`src/rtl/stopwatch_pkg.sv`:
```
`default_nettype none
// ============================================================================
//  Package   : stopwatch_pkg
//  Purpose   : Shared BCD digit type, digit limits and packed time record.
//  Revision  : 1.0  initial release
// ============================================================================
package stopwatch_pkg;

    typedef logic [3:0] bcd_t;

    localparam bcd_t DIGIT_MAX = 4'd9;
    localparam bcd_t TENS_MAX  = 4'd5;

    typedef struct packed {
        bcd_t min_tens;
        bcd_t min_ones;
        bcd_t sec_tens;
        bcd_t sec_ones;
        bcd_t cs_tens;
        bcd_t cs_ones;
    } sw_time_t;

endpackage
`default_nettype wire

```
`src/rtl/bcd_digit_counter.sv`:
```
`default_nettype none
// ============================================================================
//  Module    : bcd_digit_counter
//  Purpose   : One BCD digit that counts 0..limit and carries when wrapping.
//  Revision  : 1.0  initial release
// ============================================================================
module bcd_digit_counter
    import stopwatch_pkg::*;
(
    input  logic i_clk,
    input  logic i_rst,
    input  logic i_inc,
    input  logic i_clr,
    input  bcd_t i_limit,
    output bcd_t o_digit,
    output logic o_carry
);

    bcd_t r_digit;
    logic w_at_limit;

    // ">=" keeps any out-of-range value from surviving past one increment
    assign w_at_limit = (r_digit >= i_limit);
    assign o_carry    = i_inc && w_at_limit;
    assign o_digit    = r_digit;

    always_ff @(posedge i_clk or posedge i_rst) begin
        if (i_rst) begin
            r_digit <= '0;
        end else if (i_clr) begin
            r_digit <= '0;
        end else if (i_inc) begin
            r_digit <= w_at_limit ? '0 : r_digit + 4'd1;
        end
    end

endmodule
`default_nettype wire

```
`src/rtl/stopwatch_time_counter.sv`:
```
`default_nettype none
// ============================================================================
//  Module    : stopwatch_time_counter
//  Purpose   : MM:SS.CC stopwatch counting 10 ms base-tick edges, with lap hold.
//  Revision  : 1.0  initial release
// ============================================================================
module stopwatch_time_counter
    import stopwatch_pkg::*;
(
    input  logic       i_sclk,
    input  logic       i_reset,
    input  logic       i_base_tick,
    input  logic       i_start_stop,
    input  logic       i_clear,
    input  logic       i_lap,
    output logic       o_timerenb,
    output logic [3:0] o_cs_tens,
    output logic [3:0] o_cs_ones,
    output logic [3:0] o_sec_tens,
    output logic [3:0] o_sec_ones,
    output logic [3:0] o_min_tens,
    output logic [3:0] o_min_ones,
    output logic       o_lap_active,
    output logic       o_rollover
);

    logic     r_tick_q;
    logic     r_run;
    logic     r_lap_active;
    logic     r_rollover;
    sw_time_t r_lap;

    logic     w_tick_evt;
    logic     w_inc;
    logic     w_c_cs_ones, w_c_cs_tens, w_c_sec_ones;
    logic     w_c_sec_tens, w_c_min_ones, w_c_min_tens;
    bcd_t     w_cs_ones, w_cs_tens, w_sec_ones;
    bcd_t     w_sec_tens, w_min_ones, w_min_tens;
    sw_time_t w_count;
    sw_time_t w_display;

    assign w_tick_evt = (i_base_tick != r_tick_q);
    assign w_inc      = w_tick_evt && r_run;

    bcd_digit_counter u_cs_ones (
        .i_clk(i_sclk), .i_rst(i_reset), .i_inc(w_inc), .i_clr(i_clear),
        .i_limit(DIGIT_MAX), .o_digit(w_cs_ones), .o_carry(w_c_cs_ones)
    );
    bcd_digit_counter u_cs_tens (
        .i_clk(i_sclk), .i_rst(i_reset), .i_inc(w_c_cs_ones), .i_clr(i_clear),
        .i_limit(DIGIT_MAX), .o_digit(w_cs_tens), .o_carry(w_c_cs_tens)
    );
    bcd_digit_counter u_sec_ones (
        .i_clk(i_sclk), .i_rst(i_reset), .i_inc(w_c_cs_tens), .i_clr(i_clear),
        .i_limit(DIGIT_MAX), .o_digit(w_sec_ones), .o_carry(w_c_sec_ones)
    );
    bcd_digit_counter u_sec_tens (
        .i_clk(i_sclk), .i_rst(i_reset), .i_inc(w_c_sec_ones), .i_clr(i_clear),
        .i_limit(TENS_MAX), .o_digit(w_sec_tens), .o_carry(w_c_sec_tens)
    );
    bcd_digit_counter u_min_ones (
        .i_clk(i_sclk), .i_rst(i_reset), .i_inc(w_c_sec_tens), .i_clr(i_clear),
        .i_limit(DIGIT_MAX), .o_digit(w_min_ones), .o_carry(w_c_min_ones)
    );
    bcd_digit_counter u_min_tens (
        .i_clk(i_sclk), .i_rst(i_reset), .i_inc(w_c_min_ones), .i_clr(i_clear),
        .i_limit(TENS_MAX), .o_digit(w_min_tens), .o_carry(w_c_min_tens)
    );

    assign w_count = {w_min_tens, w_min_ones, w_sec_tens,
                      w_sec_ones, w_cs_tens, w_cs_ones};

    // Lap capture samples the registered count, i.e. the pre-increment time
    always_ff @(posedge i_sclk or posedge i_reset) begin
        if (i_reset) begin
            r_tick_q     <= 1'b0;
            r_run        <= 1'b0;
            r_lap_active <= 1'b0;
            r_rollover   <= 1'b0;
            r_lap        <= '0;
        end else begin
            r_tick_q   <= i_base_tick;
            r_rollover <= w_c_min_tens && !i_clear;
            if (i_start_stop) begin
                r_run <= ~r_run;
            end
            if (i_clear) begin
                r_lap        <= '0;
                r_lap_active <= 1'b0;
            end else if (i_lap) begin
                if (!r_lap_active) begin
                    r_lap        <= w_count;
                    r_lap_active <= 1'b1;
                end else begin
                    r_lap_active <= 1'b0;
                end
            end
        end
    end

    assign w_display    = r_lap_active ? r_lap : w_count;
    assign o_cs_ones    = w_display.cs_ones;
    assign o_cs_tens    = w_display.cs_tens;
    assign o_sec_ones   = w_display.sec_ones;
    assign o_sec_tens   = w_display.sec_tens;
    assign o_min_ones   = w_display.min_ones;
    assign o_min_tens   = w_display.min_tens;
    assign o_timerenb   = r_run;
    assign o_lap_active = r_lap_active;
    assign o_rollover   = r_rollover;

endmodule
`default_nettype wire

```
`config.mk`:
```
export PLATFORM = sky130hd
export DESIGN_NAME = stopwatch_time_counter
export DESIGN_NICKNAME = d
export VERILOG_FILES = /design/src/rtl/stopwatch_pkg.sv /design/src/rtl/bcd_digit_counter.sv /design/src/rtl/stopwatch_time_counter.sv
export SDC_FILE = /design/constraint.sdc
export NUM_CORES = 1
export LEC_CHECK = 0
export CORE_MARGIN = 5
export CORE_UTILIZATION = 45
export CTS_BUF_LIST = sky130_fd_sc_hd__clkbuf_8
export DETAILED_ROUTE_END_ITERATION = 10
export MAX_ROUTING_LAYER = met4
export PLACE_DENSITY_LB_ADDON = 0.05
export SETUP_SLACK_MARGIN = 0.1
export SLEW_MARGIN = 20
export SYNTH_ARGS = -nofsm -noshare
export SYNTH_HDL_FRONTEND = slang
export SYNTH_SLANG_ARGS = --single-unit
```
`constraint.sdc`:
```
create_clock -name i_sclk -period 2.5 [get_ports i_sclk]
set_input_delay 0.5 -clock i_sclk [delete_from_list [all_inputs] [get_ports i_sclk]]
set_output_delay 0.5 -clock i_sclk [all_outputs]
set_load 0.02 [all_outputs]
```
## Yosys cells after proc, flatten, opt, wreduce, memory -nomap -nowiden

Index checks and enable logic that the tools add are counted.

| word-level totals | value |
|---|---|
| latch bits | 0 |
| memory bits (writable) | 0 |
| ROM bits | 0 |
| bits of input ports | 6 |
| flip-flop bits (word level) | 52 |
| memories | 0 |

| operators by class | value |
|---|---|
| mux-type cells | 24 |
| equality and inequality tests | 1 |
| shift operators | 0 |
| reductions and logical operators | 16 |
| $lt $le $gt $ge | 6 |
| multiply operators | 0 |
| add/sub/neg operators | 6 |
| bitwise gates (word level) | 1 |
| div/mod/pow operators | 0 |

Operator list:

| operator | count |
|---|---|
| 2-to-1 mux 24 bit | 3 |
| 2-to-1 mux 4 bit | 18 |
| adder 4 x 1 -> 4 bit, second input constant | 6 |
| >= comparator 4 bit, second input constant | 4 |
| nonzero test 2 bit | 7 |
| >= comparator 4 x 3 -> 1 bit, second input constant | 2 |
| logical AND 1 bit | 8 |
| 2-to-1 mux 1 bit | 3 |
| logical NOT 1 bit | 1 |
| != test 1 bit | 1 |
| inverter 1 bit | 1 |

## Logic depth before layout (Yosys ltp)

Gate-level depths: netlist of the first run.

| logic depth | value |
|---|---|
| depth in word-level cells | 9 |
| gate-level depth with buffers | 8 |
| depth with buffers taken out | 7 |

## Hierarchy

Synthesis of the first run repeated with hierarchy kept, for this count alone.

| unflattened totals | value |
|---|---|
| cell total of the unflattened synthesis | 364 |
| area, all modules | 3837.4 µm² |

Modules (own cells, without submodules):

| module | area each (µm²) | cells an instance | seq. area each (µm²) | instances |
|---|---|---|---|---|
| stopwatch_time_counter | 1759.2 | 148 | 700.7 | 1 |
| bcd_digit_counter at u_cs_ones ... | 346.6 | 36 | 100.1 | 5 |
| bcd_digit_counter at u_sec_tens | 345.3 | 36 | 100.1 | 1 |

## Worst setup path after synthesis of the first run

OpenSTA, ideal clock, no wires.

| timing path | value |
|---|---|
| path type | register to output |
| start | reg r_lap_active (netlist: o_lap_active) |
| end | out o_cs_ones[2] |
| path slack | 495 ps |
| required time | 2000 ps |
| stages on the path, launching flop included | 4 |
| data arrival time | 1505 ps |
| path buffers | 2 |
| path through | dfrtp_1 clkbuf_1 clkbuf_1 mux2_2 |

| on the way | value |
|---|---|
| longest elaborated chain between the ends | 1 |

Ends and longest elaborated chain:

| what | RTL line | text |
|---|---|---|
| start, declared | stopwatch_time_counter.sv:29 | `logic r_lap_active;` |
| start signal, assigned | stopwatch_time_counter.sv:78 | `r_lap_active <= 1'b0;` |
| start signal, assigned | stopwatch_time_counter.sv:89 | `r_lap_active <= 1'b0;` |
| start signal, assigned | stopwatch_time_counter.sv:93 | `r_lap_active <= 1'b1;` |
| 2-to-1 mux 24 bit | -- |  |
| end, declared | stopwatch_time_counter.sv:18 | `output logic [3:0] o_cs_ones,` |

Every way passes these cells.

## Worst setup path after layout of the first run

| timing path | value |
|---|---|
| start | reg r_lap_active (netlist: o_lap_active) |
| end | out o_cs_ones[3] |

Same word-level chain as after synthesis.

==> reports/summary.md, run 1 <==
• finished clean — outcome
• 15.5% — gr usage total
• 2 — CTS H-tree depth
• 52 x dfrtp_1, 39 x nor2_1, 28 x mux2i_1 — most instantiated cells after synthesis
• 1.68 nW — cell leakage power
• 305 — net count of the mapped netlist
• 2123 — vias in the first global route
• dfrtp_1 — library cell occupying the most area in the post-synthesis netlist
• 73 — initial detailed-routing violation count
• 3320 µm² — cell area reported after detailed placement
• 32 — total of buffers placed on input and output ports
• 388 — placed cell count
• 0.0221 ns — minimum setup slack after placement
• 14.5 µm — mean routed wirelength per cell
• register — crit start category
• 1.58 mW — Power, Total
• 342 — final-stage net count
• 462 nW/µm² — total power divided by cell area
• 45.3% — sequential element share of the synthesized area
• 33 — Top-Level Pins
• 0 — final slew viol count
• yes — TritonCTS clock tree
• 0.779 — routability congestion estimate from global placement
• 29 — number of cell rows
• 0.000271 V — worst IR drop on VDD
• 2 — clock tree buffer depth
• 4 — detailed-routing iteration count for the pre-antenna-repair pass
• output port — type of destination of the critical path
• 429 MHz — maximum achievable frequency
• 52 — #FFs+latches synth
• 1.78% — xor/xnor cell area share of the yosys netlist
• 52 — clock net sink count
• 0.170 ns — Final Worst Setup Slack
• 0 — Final Setup Violations
• 6280 µm² — core region area
• 14.4% — multiplexer fraction of the synthesized cell area
• 0 ns — total negative slack
• 45.3% — proportion of netlist area held by the largest area contributor
• 5.27 — post-DR vias/cell
• 2.33 ns — final critical delay including setup and external delays
• dfrtp_1 — prevailing post-synth register cell
• 26 — largest net degree at the start of global routing
• 93.2% — portion of the clock cycle consumed by the worst path in the final layout
• 3410 µm² — Non-Filler Cell Area, Final
• 0 — Antenna Violating Nets Remaining
• 395 — post-layout instance count excluding filler cells
• 9.05% — fraction of the mapped netlist area in compound gates
• 100% — async set-reset flop share out of synthesis
• 281 — synthesized instance count
• 5710 µm — wire length after detailed routing
• 0 — Fin. Hold Viols
• 11.6% — layout cells sized above 1
• clkbuf_8 — master cell of the clock root buffer
• 8090 µm² — Die ar.
• 0 — buffers inserted during post-CTS setup optimization
• 0.09 ns — clk slew on worst S/H paths
• dfrtp_1 — most numerous cell in the Yosys netlist
• 0 — max_cap viols
• 2083 — number of vias in the routed layout
• 0 — EDFF count, synth
• in -> async — class of the most critical hold timing path
• 89.9 µm — die outline width
• 0.00822 ns — setup skew after layout
• 10.2 µm² — Mapped Avg Cell Area
• 0 — number of warnings issued by yosys
• simple AND/OR/NAND/NOR gates — largest family of logic cells by synthesized area
• 5 — CTS Buf Count
• 45.8% — starting utilization of the core area
• 10200 µm — global-route wire length before repair
• 0 — overflow left after global routing
• 2880 µm² — Synth Cell Area
• true — unrepaired setup endpoints after global routing
• 7 — worst reg-to-reg path cell count
• 1.83 ns — arrival time worst endpoint
• 89.9 µm — die boundary height
• 60.1% — relative slew slack
• 7.83% — Synth Area in Adders
• 0.31 ns — clock network latency to the later pin of the worst-skew pair
• 2.00 ns — worst path required time
• reg -> out — Worst Path Class, Setup
• 0 — Inserted Diodes
• 577 — filler instances
• 18.8% — Layout area overhead
• 0.596 ns — Worst Max-Slew Pin Slew
• dfrtp_1 45%, mux2i_1 9.7%, ha_1 7.8% — leading post-synthesis cells by cell area
• 17.8% — Synth Area in Simple Gates
• 0 — remaining routing DRC violations
• 44 — unique cell type count in the Yosys netlist
• 19 — maximum net fanout on the critical path
• 0 — antenna violations before repair
• 4000 µm — detailed-placement wirelength estimate
layout by cell type (no fill, tap or decap), drive strengths merged, types with 2 or more instances in the layout:
master,netlist,layout
nand2b,5,5
xnor2,2,2
and2,2,2
clkdlybuf4s50,0,29
nand4,2,2
xor2,3,3
nor2,40,40
buf,5,11
a32o,2,2
nor4b,2,2
nand3,7,7
a21boi,2,2
clkbuf,8,5
a41oi,2,2
nor3b,2,2
dlymetal6s2s,0,3
or3b,2,2
a21oi,12,12
nand2,15,15
mux2,12,12
and3,2,2
inv,15,16
o21ai,19,19
nand3b,2,2
o31ai,2,2
ha,18,18
dfrtp,52,52
mux2i,28,28
nor3,7,7
sequential cells by signal, summed over array words and instances, names as in the netlist, 4 cells and up:
signal,cells
r_lap,24
u_cs_ones.o_digit,4
u_cs_tens.o_digit,4
u_min_ones.o_digit,4
u_min_tens.o_digit,4
u_sec_ones.o_digit,4
u_sec_tens.o_digit,4
power by group:
group / internal (mW) / total, mW / switching [mW]
Combinational: 0.0956 / 0.227 / 0.131
Sequential: 0.859 / 0.889 / 0.0295
Clock: 0.187 / 0.464 / 0.276
cells by family (layout without fill, tap and decap cells):
kind of cell / after synthesis / in the layout
AND/OR/NAND/NOR: 94 / 94
adder cells (fa/ha/maj): 18 / 18
XOR/XNOR: 5 / 5
buffers and inverters: 28 / 65
multiplexers: 40 / 40
AO/OA/AOI/OAI: 44 / 44
flip-flops: 52 / 52
critical path, cell delays in order, from the launching register on:
cell and delay (ns):
dfrtp_1 0.39, buf_6 0.20, mux2_2 0.38, clkdlybuf4s50_1 0.55
layout make-up:
class                   instances  area, µm²  share of cell area, %
clock buffers                   5       68.8                   2.02
well taps                      77       96.3                   2.82
flip-flops and latches         52       1300                   38.1
clock inverters                 2       8.76                  0.257
repair buffers                 43        418                   12.2
multi-input cells             201       1470                   42.9
inverters                      15       56.3                   1.65
final timing paths:
kind                                           start               endpoint  slack, ns
worst max-delay path                    o_lap_active           o_cs_ones[3]       0.17
worst min-delay path                         i_reset             o_rollover       0.51
worst max register to register  u_cs_tens.o_digit[0]  u_min_tens.o_digit[2]       0.34
worst min register to register             r_lap[15]              r_lap[15]       0.52
max in group asynchronous                    i_reset               r_lap[6]       1.38
min in group i_sclk                        r_lap[15]              r_lap[15]       0.52
metal layers:
layer	vias up	wire length [µm]	global-route usage (%)	share of wire [%]
met5	-	0	-	0
met4	0	50	4.47	0.88
met3	6	159	3.26	2.8
met2	29	2630	24.3	46
met1	998	2870	20.4	50
li1	1050	-	-	-
per-stage QoR:
stage                     util, %  hold WS [ns]
after floorplan                 -         0.480
after global placement       52.9         0.496
after detailed placement     52.9         0.508
after CTS                    54.2         0.518
after global routing         54.4         0.537
final                        54.4         0.513
repair_timing:
| action | CTS | global route |
|---|---|---|
| hold buffers | 0 | 0 |
| setup endpoints to repair | 0 | 13 |
| gates resized for setup | 0 | 5 |
No activity file was read; power rests on OpenSTA's default activity.
==> run 2: changes to the inputs <==
CTS_BUF_LIST = sky130_fd_sc_hd__clkbuf_4   (was sky130_fd_sc_hd__clkbuf_8)
==> run 2 against run 1 <==
Sequential cell count stayed put. Via count increased by 0.14%. Register-to-register slack about the same. First-iteration DRC count up 9.6%. Worst setup slack better by 0.15 ns. Largest cell class unchanged.
==> reports/summary.md, run 2 (synthesis gave the netlist of run 1 again) <==
• 2 — clock tree buffer depth, unchanged
• 0.0137 ns — setup skew after layout, +0.00549 ns
• 59.6% — power share of the sequential group, +3.3 points
• 15.0% — part of the power in combinational logic, +0.6 points
• 32 — total of buffers placed on input and output ports, unchanged
• 342 — final-stage net count, unchanged
• 28.3% — Sw Ratio, +0.67 points
• output port — type of destination of the critical path
• 436 nW/µm² — total power divided by cell area, -5.6%
• 0.779 — routability congestion estimate from global placement, unchanged
• 0 — remaining routing DRC violations, unchanged
• 0 — Antenna Violating Nets Remaining, unchanged
• 2086 — number of vias in the routed layout, +0.14%
• 2127 — vias in the first global route, +0.19%
• 5 — CTS Buf Count, unchanged
• 3420 µm² — Non-Filler Cell Area, Final, +0.18%
• 4000 µm — detailed-placement wirelength estimate, unchanged
• 80 — initial detailed-routing violation count, +9.6%
• 0.15 ns — clk slew on worst S/H paths, +0.06 ns
• 0 — Inserted Diodes, unchanged
• 25.4% — clock network fraction of design power, -4.0 points
• register — crit start category
• 6280 µm² — core region area, unchanged
• 8090 µm² — Die ar., unchanged
• 388 — placed cell count, unchanged
• 10200 µm — global-route wire length before repair, unchanged
• buffers and inverters — CP top delay family
• 29 — number of cell rows, unchanged
• 0 — final slew viol count, unchanged
• 4 — detailed-routing iteration count for the pre-antenna-repair pass, unchanged
• 0.423 mW — P_sw, -3.2%
• 0.41 ns — Crit path largest cell delay, -0.14 ns
• dfrtp_1 — standard cell with the maximum stage delay on the critical path
• r_lap — Biggest register
• 5710 µm — wire length after detailed routing, about the same
• 2.18 ns — final critical delay including setup and external delays, -0.150 ns
• 60.9% — relative slew slack, +0.78 points
• 1.68 ns — arrival time worst endpoint, -0.15 ns
• 52 x dfrtp_1, 39 x nor2_1, 28 x mux2i_1, 19 x o21ai_0, 19 x dlymetal6s2s_1 — commonest cells after routing, fill and taps aside
• 0.37 ns — clock network latency to the later pin of the worst-skew pair, +0.06 ns
• dfrtp_1 — most common library cell in the layout ignoring fill and taps
• 52 — clock net sink count, unchanged
• 87.2% — portion of the clock cycle consumed by the worst path in the final layout, -6.0 points
• 5.28 — post-DR vias/cell, +0.14%
• 0.584 ns — Worst Max-Slew Pin Slew, -0.0116 ns
• 0 — Final Setup Violations, unchanged
• reg -> out — Worst Path Class, Setup
• 24 — max FFs per register, unchanged
• 1.99 nW — cell leakage power, +18%
• 459 MHz — maximum achievable frequency, +6.9%
• 15.5% — gr usage total, unchanged
• 395 — post-layout instance count excluding filler cells, unchanged
• yes — TritonCTS clock tree
• 1.07 mW — internal power consumption, -6.3%
• 2 — CTS H-tree depth, unchanged
• 14.5 µm — mean routed wirelength per cell, about the same
• 0 — max_cap viols, unchanged
• 89.9 µm — die outline width, unchanged
• 45.8% — starting utilization of the core area, unchanged
• 2 — total buffers and inverters traversed by the critical path, unchanged
• 3320 µm² — cell area reported after detailed placement, unchanged
• in -> async — class of the most critical hold timing path
• 19.0% — Layout area overhead
• finished clean — outcome
• buf_6 -> mux2_2 -> dlygate4sd2_1 — series of cell instances along the critical path
• false — unrepaired setup endpoints after global routing
• 0 — antenna violations before repair, unchanged
• 33 — Top-Level Pins, unchanged
• 89.9 µm — die boundary height, unchanged
• clkbuf_4 — master cell of the clock root buffer
• 0 ns — total negative slack, unchanged
• 0 — overflow left after global routing, unchanged
• 26 — largest net degree at the start of global routing, unchanged
• 0.000270 V — worst IR drop on VDD, -0.59%
• 0 — Fin. Hold Viols, unchanged
• 19 — maximum net fanout on the critical path, unchanged
• 2.00 ns — worst path required time, about the same
• 11.9% — layout cells sized above 1, +0.31 points
-- run 2: cell types whose count changed in the layout (fill, tap and decap cells not counted), sizes merged --
cell           delta
clkdlybuf4s50    -21
dlymetal6s2s     +16
dlygate4sd2       +5
clkbuf            +1
inv               -1
-- run 2: path summary, 6_finish.rpt --
| path | from | end | slack [ns] | cells after the start |
|---|---|---|---|---|
| max | o_lap_active | o_cs_ones[2] | 0.32 | 3 |
| min | i_reset | o_rollover | 0.43 | 2 |
| max reg2reg | u_cs_tens.o_digit[0] | u_min_tens.o_digit[2] | 0.35 | 7 |
| min reg2reg | r_lap[15] | r_lap[15] | 0.53 | 2 |
| max in group asynchronous | i_reset | u_sec_tens.o_digit[2] | 1.46 | 3 |
| min in group i_sclk | r_lap[15] | r_lap[15] | 0.53 | 2 |
-- run 2: layer usage --
metal	wire (µm)	part of all wire, %	vias to the layer above	GRT usage [%]
met5	0	0	-	-
li1	-	-	1052	-
met2	2630	46	33	24.3
met4	50	0.88	0	4.47
met3	176	3.1	6	3.26
met1	2860	50	995	20.4
-- run 2: layout make-up --
cell class              count  area [µm²]
fillers                   586        2860
multi-input cells         201        1470
flip-flops and latches     52        1300
repair buffers             43         452
well taps                  77        96.3
inverters                  15        56.3
clock buffers               6        45.0
clock inverters             1        5.00
-- run 2: repair_timing --
action	in CTS	in global routing
buffers inserted	0	0
hold buffers	0	0
gates resized for setup	7	19
setup endpoints to repair	16	19
-- run 2: per-stage QoR --
stage / utilization (%) / hold WS, ns / setup WS [ns] / total power [mW]
after floorplan: - / 0.480 / 0.495 / 1.04
after global placement: 52.9 / 0.496 / 0.0580 / 1.13
after detailed placement: 52.9 / 0.508 / 0.0221 / 1.13
after CTS: 53.7 / 0.424 / 0.0651 / 1.52
after global routing: 54.5 / 0.435 / 0.131 / 1.57
final: 54.5 / 0.432 / 0.320 / 1.49
-- run 2: worst register-to-register path, cell delays in order (launching register included) --
cell,delay (ns)
dfrtp_1,0.47
inv_1,0.09
ha_1,0.19
or3b_1,0.19
nand4_2,0.24
nor4_4,0.53
a21boi_0,0.16
o21a_1,0.20
-- run 2: power by group through the flow --
| stage | Clock [mW] | Combinational [mW] | Sequential, mW |
|---|---|---|---|
| after CTS | 0.401 | 0.229 | 0.890 |
| after global routing | 0.430 | 0.246 | 0.895 |
| after global placement | 0 | 0.226 | 0.904 |
| final | 0.379 | 0.224 | 0.889 |
| after floorplan | 0 | 0.133 | 0.911 |
| after detailed placement | 0 | 0.226 | 0.904 |
